[src/rtl/hazard_ctrl_pkg.sv]
// Shared definitions for the hazard/stall controller slice.
//   state_t  : controller FSM states (RUN, MEM_WAIT, ERR)
//   REG_ZERO : architectural x0 index, never a real dependency
//   ctrl_t   : bundle of pipeline stall/flush controls
//   ctrl_freeze / ctrl_run : canonical control patterns
package hazard_ctrl_pkg;

  typedef enum logic [1:0] {
    ST_RUN      = 2'd0,
    ST_MEM_WAIT = 2'd1,
    ST_ERR      = 2'd2
  } state_t;

  localparam logic [4:0] REG_ZERO = 5'd0;

  typedef struct packed {
    logic pc_stall;
    logic if_id_stall;
    logic if_id_flush;
    logic id_ex_stall;
    logic id_ex_flush;
    logic ex_mem_stall;
    logic mem_wb_flush;
  } ctrl_t;

  // Whole front of the pipe holds while MEM is stuck; MEM/WB gets a bubble
  // so the stalled access does not write the register file repeatedly.
  function automatic ctrl_t ctrl_freeze();
    ctrl_t c;
    c = '0;
    c.pc_stall     = 1'b1;
    c.if_id_stall  = 1'b1;
    c.id_ex_stall  = 1'b1;
    c.ex_mem_stall = 1'b1;
    c.mem_wb_flush = 1'b1;
    return c;
  endfunction

  // Normal-flow controls when memory is not holding: redirect beats load-use,
  // since the dependent instruction in ID is squashed anyway.
  function automatic ctrl_t ctrl_run(input logic redirect, input logic lu_hit);
    ctrl_t c;
    c = '0;
    if (redirect) begin
      c.if_id_flush = 1'b1;
      c.id_ex_flush = 1'b1;
    end else if (lu_hit) begin
      c.pc_stall    = 1'b1;
      c.if_id_stall = 1'b1;
      c.id_ex_flush = 1'b1;
    end
    return c;
  endfunction

endpackage

[src/rtl/hazard_ctrl_lu_detect.sv]
// Load-use hazard compare: flags when the load in EX writes a register the
// instruction in ID actually reads. x0 is never a dependency.
//   id_rs1/id_rs2, id_rs1_used/id_rs2_used : ID source operands
//   id_ex_rd, id_ex_mem_re                 : EX destination, EX is a load
//   lu_hit                                 : one-cycle stall required
module hazard_lu_detect
  import hazard_ctrl_pkg::*;
(
  input  logic [4:0] id_rs1,
  input  logic [4:0] id_rs2,
  input  logic       id_rs1_used,
  input  logic       id_rs2_used,
  input  logic [4:0] id_ex_rd,
  input  logic       id_ex_mem_re,
  output logic       lu_hit
);

  logic rs1_match;
  logic rs2_match;

  assign rs1_match = id_rs1_used && (id_rs1 == id_ex_rd);
  assign rs2_match = id_rs2_used && (id_rs2 == id_ex_rd);
  assign lu_hit    = id_ex_mem_re && (id_ex_rd != REG_ZERO) && (rs1_match || rs2_match);

endmodule

[src/rtl/hazard_ctrl.sv]
// Pipeline hazard/stall controller for the 5-stage core. Resolves what
// forwarding cannot: load-use, data-memory wait and EX redirect.
//   clk, rst_n         : clock, async active-low reset
//   id_*/id_ex_*       : operand/destination info for load-use detection
//   ex_redirect        : taken branch/jump resolved in EX
//   mem_req, mem_ack   : data-memory handshake of the instruction in MEM
//   *_stall / *_flush  : per-stage pipeline controls (combinational)
//   mem_timeout_err    : sticky, memory never acknowledged
//   stall_cnt          : saturating count of cycles with pc_stall=1
module hazard_ctrl
  import hazard_ctrl_pkg::*;
#(
  parameter int unsigned MEM_TIMEOUT = 16,
  parameter int unsigned CNT_W       = 16
) (
  input  logic             clk,
  input  logic             rst_n,
  input  logic [4:0]       id_rs1,
  input  logic [4:0]       id_rs2,
  input  logic             id_rs1_used,
  input  logic             id_rs2_used,
  input  logic [4:0]       id_ex_rd,
  input  logic             id_ex_mem_re,
  input  logic             ex_redirect,
  input  logic             mem_req,
  input  logic             mem_ack,
  output logic             pc_stall,
  output logic             if_id_stall,
  output logic             if_id_flush,
  output logic             id_ex_stall,
  output logic             id_ex_flush,
  output logic             ex_mem_stall,
  output logic             mem_wb_flush,
  output logic             mem_timeout_err,
  output logic [CNT_W-1:0] stall_cnt
);

  localparam int unsigned WAIT_W = $clog2(MEM_TIMEOUT + 1);

  state_t            state_q, state_d;
  logic [WAIT_W-1:0] wait_q, wait_d;
  logic [CNT_W-1:0]  stall_cnt_q;
  logic              lu_hit;
  logic              mem_hold;
  ctrl_t             ctrl;

  hazard_lu_detect u_lu_detect (
    .id_rs1       (id_rs1),
    .id_rs2       (id_rs2),
    .id_rs1_used  (id_rs1_used),
    .id_rs2_used  (id_rs2_used),
    .id_ex_rd     (id_ex_rd),
    .id_ex_mem_re (id_ex_mem_re),
    .lu_hit       (lu_hit)
  );

  // A dropped request counts as completion, so only req&~ack holds.
  assign mem_hold = mem_req && !mem_ack;

  always_comb begin
    ctrl    = '0;
    state_d = state_q;
    wait_d  = wait_q;
    unique case (state_q)
      ST_RUN: begin
        if (mem_hold) begin
          ctrl    = ctrl_freeze();
          state_d = ST_MEM_WAIT;
          wait_d  = WAIT_W'(1);
        end else begin
          ctrl = ctrl_run(ex_redirect, lu_hit);
        end
      end
      ST_MEM_WAIT: begin
        // Redirect/load-use stay asserted by the held stages and are only
        // acted on once the access completes.
        if (!mem_hold) begin
          ctrl    = ctrl_run(ex_redirect, lu_hit);
          state_d = ST_RUN;
          wait_d  = '0;
        end else if (wait_q == WAIT_W'(MEM_TIMEOUT)) begin
          ctrl    = ctrl_freeze();
          state_d = ST_ERR;
        end else begin
          ctrl   = ctrl_freeze();
          wait_d = wait_q + WAIT_W'(1);
        end
      end
      ST_ERR: begin
        ctrl = ctrl_freeze();
      end
      default: begin
        state_d = ST_RUN;
        wait_d  = '0;
      end
    endcase
  end

  always_ff @(posedge clk or negedge rst_n) begin
    if (!rst_n) begin
      state_q     <= ST_RUN;
      wait_q      <= '0;
      stall_cnt_q <= '0;
    end else begin
      state_q <= state_d;
      wait_q  <= wait_d;
      if (pc_stall && (stall_cnt_q != '1)) begin
        stall_cnt_q <= stall_cnt_q + CNT_W'(1);
      end
    end
  end

  // Controls are masked while reset is held so an in-flight request cannot
  // freeze the pipe before the state register has been released.
  assign pc_stall        = rst_n && ctrl.pc_stall;
  assign if_id_stall     = rst_n && ctrl.if_id_stall;
  assign if_id_flush     = rst_n && ctrl.if_id_flush;
  assign id_ex_stall     = rst_n && ctrl.id_ex_stall;
  assign id_ex_flush     = rst_n && ctrl.id_ex_flush;
  assign ex_mem_stall    = rst_n && ctrl.ex_mem_stall;
  assign mem_wb_flush    = rst_n && ctrl.mem_wb_flush;
  assign mem_timeout_err = (state_q == ST_ERR);
  assign stall_cnt       = stall_cnt_q;

endmodule

[config.mk]
export PLATFORM = sky130hd
export DESIGN_NAME = hazard_ctrl
export DESIGN_NICKNAME = d
export VERILOG_FILES = /design/src/rtl/hazard_ctrl_pkg.sv /design/src/rtl/hazard_ctrl_lu_detect.sv /design/src/rtl/hazard_ctrl.sv
export SDC_FILE = /design/constraint.sdc
export NUM_CORES = 1
export LEC_CHECK = 0
export CORE_ASPECT_RATIO = 0.7
export CORE_MARGIN = 4
export CORE_UTILIZATION = 48
export DETAILED_ROUTE_END_ITERATION = 10
export HOLD_SLACK_MARGIN = 0.15
export PLACE_DENSITY_LB_ADDON = 0.25
export SYNTH_ARGS = -nofsm -noshare
export SYNTH_HDL_FRONTEND = slang
export SYNTH_SLANG_ARGS = --single-unit
[constraint.sdc]
create_clock -name clk -period 3.5 [get_ports clk]
set_clock_uncertainty 0.15 [all_clocks]
set_input_delay 0.35 -clock clk [delete_from_list [all_inputs] [get_ports clk]]
set_output_delay 0.35 -clock clk [all_outputs]
set_load 0.03 [all_outputs]
* Word level (Yosys, flattened, before mapping)
Index checks and enable logic that the tools add are counted.
** Word-level totals
- Register bits after elaboration :: 23
- Input bits :: 23
- Output and inout bits :: 24
- Word-level logic and storage cells :: 50
** Cells by class
- $add $sub $neg :: 2
- Eq/ne operators :: 9
- Muxes and demuxes :: 15
- Bitwise operators :: 1
- Reductions and logical operators :: 20
** Operator list (count)
- $add A16 B1 Y16 const B :: 1
- $ne A16 B16 Y1 const B :: 1
- $mux W5 :: 3
- $pmux W5 S3 :: 1
- $pmux W7 S2 :: 1
- $logic_and A1 B1 Y1 :: 13
- $eq A5 B5 Y1 :: 2
- $mux W2 :: 5
- $mux W7 :: 1
- $ne A3 B3 Y1 const B :: 2
- $pmux W2 S3 :: 1
- $reduce_and A3 Y1 :: 2
- $add A5 B1 Y5 const B :: 1
- $eq A5 B5 Y1 const B :: 1
- $reduce_bool A5 Y1 :: 1
- $mux W1 :: 3
- $eq A2 B1 Y1 const B :: 1
- $eq A2 B2 Y1 const B :: 1
- $logic_not A2 Y1 :: 1
- $ne A2 B2 Y1 const B :: 1
- $reduce_or A2 Y1 :: 1
- $logic_not A1 Y1 :: 1
- $logic_or A1 B1 Y1 :: 1
- $not A1 Y1 :: 1

* Logic depth before layout (Yosys ltp)
- Word-level depth :: 10
- Gate-level depth with buffers :: 8
- Gate-level depth less buffers :: 7

* By module
Synthesis repeated with hierarchy kept, for this count alone.
** Second synthesis, totals
- Cells, all modules :: 136
- Area, all modules :: 1410.1 µm²
** Modules (own cells, without submodules)
- hazard_ctrl :: times used 1, cells each 119, area each 1276.2 µm², seq. area each 575.6 µm²
- hazard_lu_detect :: times used 1, cells each 17, area each 133.9 µm², seq. area each 0.0 µm²

* Worst setup path before layout
No wires, ideal clock.
- Path type :: input port to output port
- Start :: in id_ex_rd[3]
- End :: out pc_stall
- Arrival :: 2172 ps
- Data required time :: 3000 ps
- Setup slack :: 828 ps
- Stages on the path :: 5
- Buffers on the path :: 1
- Path through :: xor2_1 > nor4_1 > a32oi_1 > o31ai_1 > buf_4
** On the way
- Cells in the longest elaborated chain, start to end :: 9
- Elaborated cells on any way between the ends :: 13
- Those cells by class :: 2 x eq/ne; 4 x mux; 7 x reduce/logical
** RTL lines
- start: declaration :: line hazard_ctrl.sv:22 : input logic [4:0] id_ex_rd,
- $eq A5 B5 Y1, on equally long branches :: line hazard_ctrl_lu_detect.sv:21, hazard_ctrl_lu_detect.sv:22
- $logic_and A1 B1 Y1, on equally long branches :: line hazard_ctrl_lu_detect.sv:21, hazard_ctrl_lu_detect.sv:22
- $logic_or A1 B1 Y1 :: line hazard_ctrl_lu_detect.sv:23 : assign lu_hit = id_ex_mem_re && (id_ex_rd != REG_ZERO) && (rs1_match || rs2_match);
- $logic_and A1 B1 Y1 (*) :: line hazard_ctrl_lu_detect.sv:23
- $mux W2 (*) :: line hazard_ctrl_pkg.sv:47 : end else if (lu_hit) begin
- $mux W2 (*) :: line hazard_ctrl_pkg.sv:44 : if (redirect) begin
- $mux W7 (*) :: line hazard_ctrl.sv:66 : if (mem_hold) begin
- $pmux W7 S2 (*) :: line hazard_ctrl.sv:64 : unique case (state_q)
- $logic_and A1 B1 Y1 (*) :: line hazard_ctrl.sv:115 : assign pc_stall = rst_n && ctrl.pc_stall;
- end: declaration :: line hazard_ctrl.sv:27 : output logic pc_stall,
Mark *: on every way between the ends. The rest lies on a longest branch, timed or not.

* Worst setup path in the final report
Same ends and word-level chain as after synthesis.

==> reports/metrics.yaml <==
status: "complete, no violations"
max-cap-violations: 0
firstDrtPassIters: 4
fmax_mhz: 309.5
power.density_nw_per_um2: 399.9
diodes: 0
cp_max_fo: 4
ys_types: 34
drive_gt1_frac: 0.04278
yosys_warnings: 0
via_per_inst: 5.520
cts.htree.levels: 1
hp-class: "input port to async pin"
drt-wirelength-per-cell_um: 14.91
crit_arrival_ns: 2.73
min_period_ns: 3.231
vdd_drop_max_mv: 0.2441
crit_type: "input port to output port"
cts.clk_slew.worst_paths_ns: 0.08
start_kind: "input port"
period_share: 0.9232
post_cts_resized: 0
syn2layout_area_growth_pct: 38.63
antenna_found_initial: 0
finalPower_mw: 0.7505
fin_tns_setup_ns: 0
hpwl_um: 2599
fillers: 190
cts_tree: "done"
synth_seq_cells: 23
setup_viol: 0
grt_pass1_vias: 1183
clk_path_buf_depth: 2
rsz0062_at_grt: "no"
place_congestion: 0.7765
postCtsHoldBufs: 0
avgSynthCellArea_um2: 9.670
synthTopCellsByArea: "dfrtp_1 43%, xor2_1 14%, nand3_1 3.3%"
required_ns: 3.00
slew_headroom: 0.6869
clkLatencyLatePin_ns: 0.27
ctsRootBufferMaster: "clkbuf_8"
wl_um: 3295
preCtsSetupSlack_ns: 0.2886
initial_core_util: 0.5265
dpl-instance-area_um2: 1831
coreArea_um2: 2571
drtAntennaViolNets: 0
setup_slack_ns: 0.2687
io_pins: 47
end_kind: "output port"
num-nets-final: 214
grt_use_total: 0.1883
final_area_um2: 1877
cts_made_buffers: 3
grt_pass1_wl_um: 5526
synth_area_um2: 1354
p_leak_nw: 0.8291
cts_setup_buffers: 0
grt_start_max_net_pins: 21
synth_top_area_share: 0.4251
overflow: 0
slew_viol_final: 0
die-width_um: 71.48
rows: 15
drtIter0Drc: 89
clock_sinks: 23
synth_cells: 140
vias: 1220
port_buffers: 46
synth_nets: 166
dieArea_um2: 3748
yosysSeqAreaShare: 0.4251
yosysTopAreaCell: "dfrtp_1"
finalHoldViolations: 0
worst_pin_slew_ns: 0.4656
die_h_um: 52.44
drc: 0
report_power, final:
| group | internal, mW | switching (mW) | total [mW] |
|---|---|---|---|
| clock | 0.0797 | 0.0911 | 0.171 |
| combinational | 0.109 | 0.129 | 0.238 |
| sequential | 0.295 | 0.0473 | 0.342 |
| total | 0.483 | 0.267 | 0.750 |
final timing paths:
kind | startpoint | endpoint | slack, ns | cells after the start
worst max register to register | stall_cnt[3] | stall_cnt[1] | 1.09 | 5
min in group clk | stall_cnt[6] | stall_cnt[6] | 0.35 | 1
max in group asynchronous | rst_n | wait_q[4] | 2.43 | 2
worst min-delay path | rst_n | state_q[1] | 0.18 | 1
worst min register to register | stall_cnt[6] | stall_cnt[6] | 0.35 | 1
worst max-delay path | id_ex_rd[3] | pc_stall | 0.27 | 6
metrics by stage:
step                      instances  hold WS, ns    util
after floorplan                 140     -0.09559       -
after global placement          217       0.3296  0.7119
after detailed placement        217       0.3368  0.7119
after CTS                       221       0.1743  0.7299
after global routing            221       0.1766  0.7299
final                           221       0.1825  0.7299
critical path, stage by stage:
cell and delay (ns):
clkdlybuf4s50_1 0.46, xor2_1 0.18, nor4_1 0.29, a32oi_1 0.19, o31ai_1 0.48, clkdlybuf4s50_1 0.78
final cells by class:
| class | instances | area, um^2 | share of cell area |
|---|---|---|---|
| clock buffers | 3 | 41.29 | 0.02200 |
| clock inverters | 1 | 5.005 | 0.002667 |
| inverters | 6 | 22.52 | 0.01200 |
| multi-input cells | 106 | 714.4 | 0.3807 |
| flip-flops and latches | 23 | 575.6 | 0.3067 |
| well taps | 34 | 42.54 | 0.02267 |
| repair buffers | 48 | 475.5 | 0.2533 |
sequential cells by signal (all words and copies together), names as in the netlist:
name and count:
wait_q 5, state_q 2, stall_cnt 16
cells in the final DEF (no fill, tap or decap), drive strengths merged, types with 2 or more instances in the layout:
master,count
o21ai,8
and2,2
nand2,7
nor3,5
nor4,6
dfrtp,23
xor2,21
inv,6
clkdlybuf4s50,46
buf,2
nand4,6
a21oi,3
nand3,9
or4,2
and3,2
nor2,8
ha,3
nor2b,3
clkbuf,3
xnor2,5
o31ai,2
nor3b,3
routing by layer:
layer | share of wire | vias up | GRT usage | wire length (um)
li1 | - | 584 | - | -
met1 | 0.46 | 591 | 0.2500 | 1500
met2 | 0.47 | 43 | 0.3125 | 1558
met3 | 0.069 | 2 | 0.05556 | 226
met4 | 0.0030 | 0 | 0.02500 | 10
met5 | 0 | - | 0 | 0
kinds of logic (layout without fill, tap and decap cells):
family	count (synthesis)	in the layout	synth area share
muxes	1	1	0.008317
and+or+nand+nor	59	59	0.2431
xor gates and xnor gates	26	26	0.1682
buffers and inverters	11	58	0.04713
AOI/OAI and AO/OA	17	17	0.08041
adders and majority gates	3	3	0.02773
DFF	23	23	0.4251
cell usage after synthesis (all sizes together):
cell type,instances
a21oi,3
a32oi,1
and2,2
and3,2
buf,4
clkbuf,1
dfrtp,23
ha,3
inv,6
mux2,1
nand2,7
nand2b,1
nand3,9
nand3b,1
nand4,6
nand4bb,1
nor2,8
nor2b,3
nor3,5
nor3b,3
nor4,6
o21a,1
o21ai,8
o21ba,1
o22ai,1
o31ai,2
or2,1
or3,1
or3b,1
or4,2
xnor2,5
xor2,21
Power figures use the tool's default switching activity.
